`src/rtl/uart_console_pkg.sv`:
```
// Shared definitions for the UART console.
//   UART_EMPTY_CH   : character returned to the core when nothing is buffered
//   UART_FIFO_DEPTH : default entries per FIFO (power of two, >= 2)
//   uart_ch_t       : one console character
//   sat_inc16       : saturating 16-bit increment used by the drop counter
package uart_console_pkg;

  localparam logic [7:0] UART_EMPTY_CH   = 8'hFF;
  localparam int         UART_FIFO_DEPTH = 8;

  typedef logic [7:0] uart_ch_t;

  function automatic logic [15:0] sat_inc16(input logic [15:0] v);
    return (v == 16'hFFFF) ? v : (v + 16'd1);
  endfunction

endpackage

```
`src/rtl/uart_console_fifo.sv`:
```
// uart_fifo: first-word fall-through character FIFO.
// Ports:
//   clk, rst_n : clock, asynchronous active-low reset (pointers only)
//   i_push     : write i_data (accepted when not full, or when a pop happens too)
//   i_data     : character to write
//   i_pop      : remove head (ignored when empty)
//   o_full     : DEPTH entries held
//   o_empty    : no entries held
//   o_head     : oldest entry (valid only when !o_empty)
module uart_fifo
  import uart_console_pkg::*;
#(
  parameter int DEPTH = UART_FIFO_DEPTH
) (
  input  logic       clk,
  input  logic       rst_n,
  input  logic       i_push,
  input  logic [7:0] i_data,
  input  logic       i_pop,
  output logic       o_full,
  output logic       o_empty,
  output logic [7:0] o_head
);

  localparam int AW = $clog2(DEPTH);
  localparam logic [AW:0] PTR_ONE = {{AW{1'b0}}, 1'b1};

  // Storage carries no reset; only the pointers define what is valid.
  logic [7:0]  r_mem [DEPTH];
  // One extra MSB distinguishes full from empty when the address bits match.
  logic [AW:0] r_wr_ptr;
  logic [AW:0] r_rd_ptr;
  logic        w_push;
  logic        w_pop;

  assign o_empty = (r_wr_ptr == r_rd_ptr);
  assign o_full  = (r_wr_ptr[AW-1:0] == r_rd_ptr[AW-1:0]) &&
                   (r_wr_ptr[AW] != r_rd_ptr[AW]);
  assign w_pop   = i_pop && !o_empty;
  // A pop in the same cycle frees the slot a full FIFO needs.
  assign w_push  = i_push && (!o_full || w_pop);
  assign o_head  = r_mem[r_rd_ptr[AW-1:0]];

  // Write the pushed character into the slot at the write pointer.
  always_ff @(posedge clk) begin
    if (w_push) begin
      r_mem[r_wr_ptr[AW-1:0]] <= i_data;
    end
  end

  // Advance pointers; they wrap naturally modulo 2*DEPTH.
  always_ff @(posedge clk or negedge rst_n) begin
    if (!rst_n) begin
      r_wr_ptr <= '0;
      r_rd_ptr <= '0;
    end else begin
      if (w_push) begin
        r_wr_ptr <= r_wr_ptr + PTR_ONE;
      end
      if (w_pop) begin
        r_rd_ptr <= r_rd_ptr + PTR_ONE;
      end
    end
  end

endmodule

```
`src/rtl/uart_console.sv`:
```
// uart_console: buffers characters between a core and a host link.
// Ports:
//   clk, rst_n                : clock, asynchronous active-low reset
//   uart_out_valid/uart_out_ch: core writes a character (into TX FIFO)
//   uart_in_valid/uart_in_ch  : core reads a character (from RX FIFO, 8'hFF if empty)
//   tx_valid/tx_data/tx_ready : host-side TX stream (first-word fall-through)
//   rx_valid/rx_data/rx_ready : host-side RX stream
//   tx_drop_cnt               : saturating count of core writes lost to a full TX FIFO
//   rx_empty                  : RX FIFO holds nothing
module uart_console
  import uart_console_pkg::*;
#(
  parameter int DEPTH = UART_FIFO_DEPTH
) (
  input  logic        clk,
  input  logic        rst_n,
  input  logic        uart_out_valid,
  input  logic [7:0]  uart_out_ch,
  input  logic        uart_in_valid,
  output logic [7:0]  uart_in_ch,
  output logic        tx_valid,
  output logic [7:0]  tx_data,
  input  logic        tx_ready,
  input  logic        rx_valid,
  input  logic [7:0]  rx_data,
  output logic        rx_ready,
  output logic [15:0] tx_drop_cnt,
  output logic        rx_empty
);

  logic     r_rst_sync;
  logic     w_rst_n;
  logic     w_tx_full;
  logic     w_tx_empty;
  logic     w_tx_push;
  logic     w_tx_pop;
  uart_ch_t w_tx_head;
  logic     w_rx_full;
  logic     w_rx_empty;
  logic     w_rx_push;
  logic     w_rx_pop;
  uart_ch_t w_rx_head;
  logic [15:0] r_drop_cnt;

  // Reset asserts immediately; release is taken on the next clock edge.
  always_ff @(posedge clk or negedge rst_n) begin
    if (!rst_n) begin
      r_rst_sync <= 1'b0;
    end else begin
      r_rst_sync <= 1'b1;
    end
  end

  assign w_rst_n = r_rst_sync;

  assign w_tx_pop  = !w_tx_empty && tx_ready;
  assign w_tx_push = uart_out_valid;
  assign w_rx_push = rx_valid && rx_ready;
  assign w_rx_pop  = uart_in_valid && !w_rx_empty;

  uart_fifo #(.DEPTH(DEPTH)) u_tx_fifo (
    .clk     (clk),
    .rst_n   (w_rst_n),
    .i_push  (w_tx_push),
    .i_data  (uart_out_ch),
    .i_pop   (w_tx_pop),
    .o_full  (w_tx_full),
    .o_empty (w_tx_empty),
    .o_head  (w_tx_head)
  );

  uart_fifo #(.DEPTH(DEPTH)) u_rx_fifo (
    .clk     (clk),
    .rst_n   (w_rst_n),
    .i_push  (w_rx_push),
    .i_data  (rx_data),
    .i_pop   (w_rx_pop),
    .o_full  (w_rx_full),
    .o_empty (w_rx_empty),
    .o_head  (w_rx_head)
  );

  // Count core writes refused because TX is full and nothing drains this cycle.
  always_ff @(posedge clk or negedge w_rst_n) begin
    if (!w_rst_n) begin
      r_drop_cnt <= 16'd0;
    end else if (uart_out_valid && w_tx_full && !w_tx_pop) begin
      r_drop_cnt <= sat_inc16(r_drop_cnt);
    end
  end

  assign tx_drop_cnt = r_drop_cnt;
  assign tx_valid    = !w_tx_empty;
  // Hide uninitialised storage when nothing is queued.
  assign tx_data     = w_tx_empty ? 8'h00 : w_tx_head;
  // The FIFO reads not-full while held in reset, so gate explicitly.
  assign rx_ready    = r_rst_sync && !w_rx_full;
  assign rx_empty    = w_rx_empty;
  assign uart_in_ch  = (r_rst_sync && !w_rx_empty) ? w_rx_head : UART_EMPTY_CH;

endmodule
```
`config.mk`:
```
export PLATFORM = sky130hd
export DESIGN_NAME = uart_console
export DESIGN_NICKNAME = d
export VERILOG_FILES = /design/src/rtl/uart_console_pkg.sv /design/src/rtl/uart_console_fifo.sv /design/src/rtl/uart_console.sv
export SDC_FILE = /design/constraint.sdc
export NUM_CORES = 1
export LEC_CHECK = 0
export CAP_MARGIN = 20
export CORE_UTILIZATION = 26
export CTS_CLUSTER_SIZE = 28
export DETAILED_ROUTE_END_ITERATION = 16
export PLACE_DENSITY = 0.44
export SLEW_MARGIN = 20
export SYNTH_ARGS = -nofsm -noshare
export SYNTH_HDL_FRONTEND = slang
export SYNTH_SLANG_ARGS = --single-unit
```
`constraint.sdc`:
```
create_clock -name clk -period 1.9 [get_ports clk]
set_clock_uncertainty 0.1 [all_clocks]
set_input_delay 0.38 -clock clk [delete_from_list [all_inputs] [get_ports clk]]
set_output_delay 0.38 -clock clk [all_outputs]
set_load 0.02 [all_outputs]
```
After elaboration in Yosys (flattened, before gate mapping)
Memories as Yosys holds them, arrays and structs flattened.
Index checks and enable logic that the tools add are counted.
{ "classes": {"n_addsub": 5, "eq_ne": 7, "mux": 6, "bitwise": 1, "n_reduce_logical": 21} }
{ "ops": {"columns": ["cell", "count"], "rows": [
  ["$add 16x1->16 const B", 1],
  ["$add 4x1->4 const B", 4],
  ["$eq 16x16->1 const B", 1],
  ["$mux 8", 2],
  ["$logic_and 1x1->1", 13],
  ["$eq 4x4->1", 2],
  ["$eq 3x3->1", 2],
  ["$logic_not 1->1", 5],
  ["$mux 1", 4],
  ["$logic_or 1x1->1", 2],
  ["$ne 1x1->1", 2],
  ["$reduce_and 2->1", 1],
  ["$not 1->1", 1]
]} }
{ "word_totals": {"regBits": 33, "ram_bits": 128, "inputBits": 22, "out_inout_bits": 35, "word_cells": 48, "n_memories": 2} }
{ "memory_table": {"columns": ["name", "words", "width", "rd", "rd_ports_with_merged_regs", "wr", "line_no", "text"], "rows": [
  ["u_rx_fifo.r_mem", 8, 8, 1, 0, 1, "uart_console_fifo.sv:29", "logic [7:0] r_mem [DEPTH];"],
  ["u_tx_fifo.r_mem", 8, 8, 1, 0, 1, "uart_console_fifo.sv:29", null]
]} }

Depth between registers and ports, before layout
{ "depth": {"depth_word": 8, "mapped_depth": 8, "ltp_nobuf": 6} }

By module
Synthesis repeated with hierarchy kept, for this count alone.
{ "hier_totals": {"hier_cells": 401, "hier_area_um2": 7144.4} }
{ "modules_own_cells": {"columns": ["module", "instances", "cells_per_inst", "area_each_um2", "seq_area_each_um2"], "rows": [
  ["uart_fifo", 2, 150, 3088.0, 2122.0],
  ["uart_console", 1, 101, 968.4, 425.4]
]} }

Least setup slack after synthesis
Ideal clock, no wire load.
{ "synth_path": {"kind": "register -> register", "start": "register r_rst_sync", "end": "memory u_rx_fifo.r_mem[0][0] (enable)", "setup_time_ns": 0.383, "arrival_ns": 2.205, "required_ns": 1.417, "path_slack_ns": -0.789, "stages_incl_launch_ff": 5, "period_less_slack_ns": 2.689, "cell_sequence": "dfrtp_1 -> nand2_1 -> a41oi_2 -> nand2b_1 -> nor3_1"} }
{ "synth_between": {"elab_chain_len": 5} }
{ "synth_lines": {"columns": ["item", "line_no", "text"], "rows": [
  ["start, declared", "uart_console.sv:31", "logic r_rst_sync;"],
  ["start signal, assigned", "uart_console.sv:48", "r_rst_sync <= 1'b0;"],
  ["start signal, assigned", "uart_console.sv:50", "r_rst_sync <= 1'b1;"],
  ["$logic_and 1x1->1", "uart_console.sv:97", "assign rx_ready = r_rst_sync && !w_rx_full;"],
  ["$logic_and 1x1->1", "uart_console.sv:58", "assign w_rx_push = rx_valid && rx_ready;"],
  ["$logic_and 1x1->1", "uart_console_fifo.sv:41", "assign w_push = i_push && (!o_full || w_pop);"],
  ["$mux 1", "uart_console_fifo.sv:46", "if (w_push) begin"],
  ["$mux 1 (implied by the code)", "uart_console_fifo.sv:47", "r_mem[r_wr_ptr[AW-1:0]] <= i_data;"],
  ["end, declared", "uart_console_fifo.sv:29", null]
]} }
No other way between the ends.

Worst setup path after layout
{ "layout_path": {"start": "register u_rx_fifo.r_rd_ptr[0]", "end": "output uart_in_ch[5]"} }
{ "layout_between": {"elab_chain_len": 4} }
{ "layout_lines": {"columns": ["item", "line_no", "text"], "rows": [
  ["start, declared", "uart_console_fifo.sv:32", "logic [AW:0] r_rd_ptr;"],
  ["start signal, assigned", "uart_console_fifo.sv:61", "r_rd_ptr <= r_rd_ptr + PTR_ONE;"],
  ["parallel branches: the longest is 3 deep, another holds $mem_v2 8x8", null, null],
  ["$mux 8 *", "uart_console.sv:99", "assign uart_in_ch = (r_rst_sync && !w_rx_empty) ? w_rx_head : UART_EMPTY_CH;"],
  ["end, declared", "uart_console.sv:20", "output logic [7:0] uart_in_ch,"]
]} }
Mark *: on every way between the ends.

==> flow_results.xml <==
<?xml version="1.0" encoding="UTF-8"?>
<metrics>
  <group name="timing">
    <metric name="min_period" unit="ns">2.463</metric>
    <metric name="final-hold-violation-count" unit="">0</metric>
    <metric name="unrepaired_setup_endpoints_after_global_routing" unit="">true</metric>
    <metric name="hold_ws" unit="ns">0.1929</metric>
    <metric name="clock.fmax" unit="MHz">406.0</metric>
    <metric name="final.setup.worst_slack" unit="ns">-0.5632</metric>
    <metric name="setup-violations-final" unit="">166</metric>
    <metric name="report.final.slew_viol_count" unit="">0</metric>
    <metric name="fin_crit_sh" unit="">1.296</metric>
  </group>
  <group name="critical_path">
    <metric name="crit_path_top_delay_cell" unit="">mux4_2</metric>
    <metric name="critical_path_arrival" unit="ns">1.98</metric>
    <metric name="path_cells" unit="">buf_8 -&gt; buf_12 -&gt; mux4_2 -&gt; mux2i_2 -&gt; nand2_2 -&gt; buf_6</metric>
    <metric name="critPathMaxFanout" unit="">8</metric>
    <metric name="timing_worst_setup_path_type" unit="">reg2out</metric>
    <metric name="setup.worst_path.end_class" unit="">output port</metric>
    <metric name="critPathLaunchType" unit="">register</metric>
    <metric name="cp_slowest_stage_delay" unit="ns">0.50</metric>
    <metric name="timing.critical_path.max_delay_family" unit="">multiplexers</metric>
    <metric name="crit_buf_inv" unit="">3</metric>
    <metric name="worst-r2r-cell-count" unit="">8</metric>
    <metric name="required_time_at_the_endpoint_of_the_critical_path" unit="ns">1.42</metric>
    <metric name="critical_path_depth" unit="">6</metric>
  </group>
  <group name="logic_synthesis">
    <metric name="postSynth.asyncResetShare" unit="">0.2050</metric>
    <metric name="synth_fa_ha_area_frac" unit="">0.009275</metric>
    <metric name="postSynthNetCount" unit="">400</metric>
    <metric name="ys_seq_elements" unit="">161</metric>
    <metric name="synthFlopType" unit="">edfxtp_1</metric>
    <metric name="synth-compound-area-share" unit="">0.006863</metric>
    <metric name="yosys.area_share.simple" unit="">0.08292</metric>
    <metric name="mappedNetlistArea" unit="mm^2">0.006745</metric>
    <metric name="post_synth_mux_area_share" unit="">0.1373</metric>
    <metric name="yosysWarningCount" unit="">0</metric>
    <metric name="parity_gate_share_of_the_synthesized_area_counting_xor_and_xnor_cells" unit="">0.05212</metric>
    <metric name="synth_top_family_by_area" unit="">multiplexers</metric>
    <metric name="synth-edff-count" unit="">128</metric>
    <metric name="ys_types" unit="">42</metric>
    <metric name="yosysSeqAreaShare" unit="">0.6923</metric>
    <metric name="netlist_instances" unit="">373</metric>
    <metric name="synth_area_per_cell" unit="um^2">18.08</metric>
  </group>
  <group name="final_layout">
    <metric name="post-route-util" unit="">0.3864</metric>
    <metric name="finish.net_count" unit="">554</metric>
    <metric name="drive_above_1_share" unit="">0.4833</metric>
    <metric name="area_growth" unit="%">45.08</metric>
    <metric name="final_cell_area" unit="mm^2">0.009786</metric>
    <metric name="multi_input_area" unit="mm^2">0.002462</metric>
    <metric name="seqCellArea" unit="mm^2">0.004676</metric>
    <metric name="insertedDiodeCount" unit="">0</metric>
    <metric name="fillers" unit="">2336</metric>
  </group>
  <group name="route">
    <metric name="route.detailed.vias_per_inst" unit="">4.368</metric>
    <metric name="detail_route.first_pass.iterations" unit="">4</metric>
    <metric name="ant_nets" unit="">0</metric>
    <metric name="routed-via-count" unit="">3800</metric>
    <metric name="routed_wire_length_per_instance" unit="um">17.31</metric>
    <metric name="first_iter_violations" unit="">194</metric>
    <metric name="drt-total-wl" unit="um">15060</metric>
    <metric name="drc" unit="">0</metric>
  </group>
  <group name="floorplan">
    <metric name="core.rowCount" unit="">58</metric>
    <metric name="fp.dieH" unit="um">163.1</metric>
    <metric name="core_area" unit="mm^2">0.02533</metric>
    <metric name="die-area" unit="mm^2">0.02659</metric>
    <metric name="starting_utilization_of_the_core_area" unit="">0.2663</metric>
    <metric name="design.portCount" unit="">57</metric>
    <metric name="die_width" unit="um">163.1</metric>
  </group>
  <group name="clock_network">
    <metric name="htree_num_levels" unit="">4</metric>
    <metric name="cts.sink_count" unit="">161</metric>
    <metric name="clockRootBuffer" unit="">clkbuf_16</metric>
    <metric name="tritoncts" unit="">built</metric>
    <metric name="clk_pin_slew_worst_paths" unit="ns">0.07</metric>
    <metric name="cts-root-to-sink-buffers" unit="">2</metric>
    <metric name="clock_latency" unit="ns">0.42</metric>
    <metric name="cts_inserted_buffers" unit="">17</metric>
  </group>
  <group name="place">
    <metric name="port_buffers" unit="">56</metric>
    <metric name="gp_congestion" unit="">0.7155</metric>
    <metric name="placement.cell_area" unit="mm^2">0.008482</metric>
    <metric name="pre_cts_ws" unit="ns">-0.5453</metric>
    <metric name="post-dp-hpwl" unit="um">9536</metric>
  </group>
  <group name="power_and_ir_drop">
    <metric name="power.leakage" unit="nW">3.577</metric>
    <metric name="irDropWorstVdd" unit="uV">683.7</metric>
    <metric name="p_per_area" unit="mW/mm^2">1516</metric>
  </group>
  <group name="flow_run">
    <metric name="cap_violations" unit="">0</metric>
  </group>
  <group name="min_path">
    <metric name="worstHoldPathType" unit="">reg2async</metric>
  </group>
  <group name="global_routing">
    <metric name="grt_pass1_vias" unit="">4156</metric>
    <metric name="number_of_antenna_violations_at_the_first_check_in_global_routing" unit="">0</metric>
    <metric name="track_usage" unit="">0.1190</metric>
    <metric name="wire_length_of_the_first_global_routing_pass" unit="um">23320</metric>
    <metric name="grt_start_max_net_pins" unit="">20</metric>
    <metric name="grt_overflow_total" unit="">0</metric>
  </group>
  <group name="run_status">
    <metric name="status" unit="">finished with violations</metric>
    <metric name="violations" unit="">negative setup slack</metric>
  </group>
</metrics>
-- metal layers --
layer,track usage,vias up,share of wire
li1,-,1756,-
met1,0.1495,1975,0.45
met2,0.2046,53,0.51
met3,0.02235,16,0.025
met4,0.04078,0,0.012
met5,0,-,0
-- stage by stage --
step                std cells  TNS (ns)  power [W]
global placement          807    -35.03    0.01026
CTS                       866    -38.68    0.01461
finish                    870    -27.86    0.01484
floorplan                 373    -1.677   0.008111
detailed placement        807    -34.85    0.01032
global route              870    -41.84    0.01562
-- synth_stat cells, types with 5 or more instances --
cell type,number,area [um^2]
and3_1,9,56.30
dfrtp_1,33,825.8
edfxtp_1,128,3844
ha_1,5,62.56
mux2i_1,16,160.2
mux4_2,32,720.7
nand2_1,22,82.58
nand3_1,7,35.03
nand3_2,9,90.09
nand4_1,5,31.28
nor2_1,20,75.07
nor3_1,5,25.02
xnor2_1,27,236.5
xor2_1,5,43.79
-- cell usage in the layout (no fill, tap or decap), types with 3 or more instances in the layout --
cell type / n
edfxtp_1: 128
buf_6: 49
buf_4: 43
mux4_2: 32
dfrtp_1: 30
clkdlybuf4s50_1: 21
xnor2_1: 19
clkbuf_16: 18
dlygate4sd2_1: 16
buf_12: 16
mux2i_1: 11
nor2_4: 10
nand2_2: 10
nand3_4: 9
and3_1: 9
xnor2_2: 8
nor2_1: 8
nand2_1: 7
nand2_4: 6
nand4_1: 5
ha_1: 5
mux2i_2: 4
xor2_1: 4
nor3_4: 4
nand3_1: 4
nand3_2: 4
inv_8: 4
clkinv_8: 4
xnor2_4: 3
nor2_2: 3
nor3b_4: 3
mux2_4: 3
inv_6: 3
buf_8: 3
-- report_power, final --
| group | internal (W) | switching [W] | leakage (nW) |
|---|---|---|---|
| Clock | 0.00176 | 0.00160 | 0.283 |
| Sequential | 0.00435 | 0.000318 | 1.58 |
| Combinational | 0.00365 | 0.00316 | 1.72 |
| Total | 0.00976 | 0.00507 | 3.58 |
-- what timing repair did --
action,4_1_cts,5_1_grt
gates cloned,2,2
hold endpoints to repair,1,0
hold buffers,1,0
pin swaps,27,32
endpoints found under the setup margin,175,174
buffers inserted,25,15
resized for setup,161,74
-- state kept, by name, summed over array words and instances, names as in the netlist --
name                cells
r_rst_sync              1
u_rx_fifo.r_rd_ptr      4
u_tx_fifo.r_wr_ptr      4
u_rx_fifo.r_mem        64
u_tx_fifo.r_mem        64
u_tx_fifo.r_rd_ptr      4
tx_drop_cnt            16
u_rx_fifo.r_wr_ptr      4
-- layout make-up --
class / instances / area share
Sequential cell: 161 / 0.4778
Multi-Input combinational cell: 193 / 0.2516
Timing Repair Buffer: 151 / 0.1666
Clock buffer: 17 / 0.04347
Tap cell: 330 / 0.04219
Clock inverter: 15 / 0.01688
Inverter: 3 / 0.001406
-- worst paths after layout --
kind / start / to / slack (ns)
min: r_rst_sync / tx_drop_cnt[14] / 0.19
min reg2reg: r_rst_sync / tx_drop_cnt[14] / 0.19
max: u_rx_fifo.r_rd_ptr[0] / uart_in_ch[5] / -0.56
min in group clk: tx_drop_cnt[12] / tx_drop_cnt[12] / 0.39
max in group asynchronous: rst_n / r_rst_sync / 1.02
max reg2reg: u_tx_fifo.r_rd_ptr[0] / u_tx_fifo.r_mem[6][2] / -0.25
-- kinds of logic (layout without fill, tap and decap cells) --
family                   after synthesis  count (layout)
AND/OR/NAND/NOR                       95              96
multiplexers                          52              52
adder cells (fa/ha/maj)                5               5
AO/OA/AOI/OAI                          4               4
other                                  1               1
XOR/XNOR                              35              35
flip-flops                           161             161
buffers and inverters                 20             186
(Power assumes the default switching activity.)
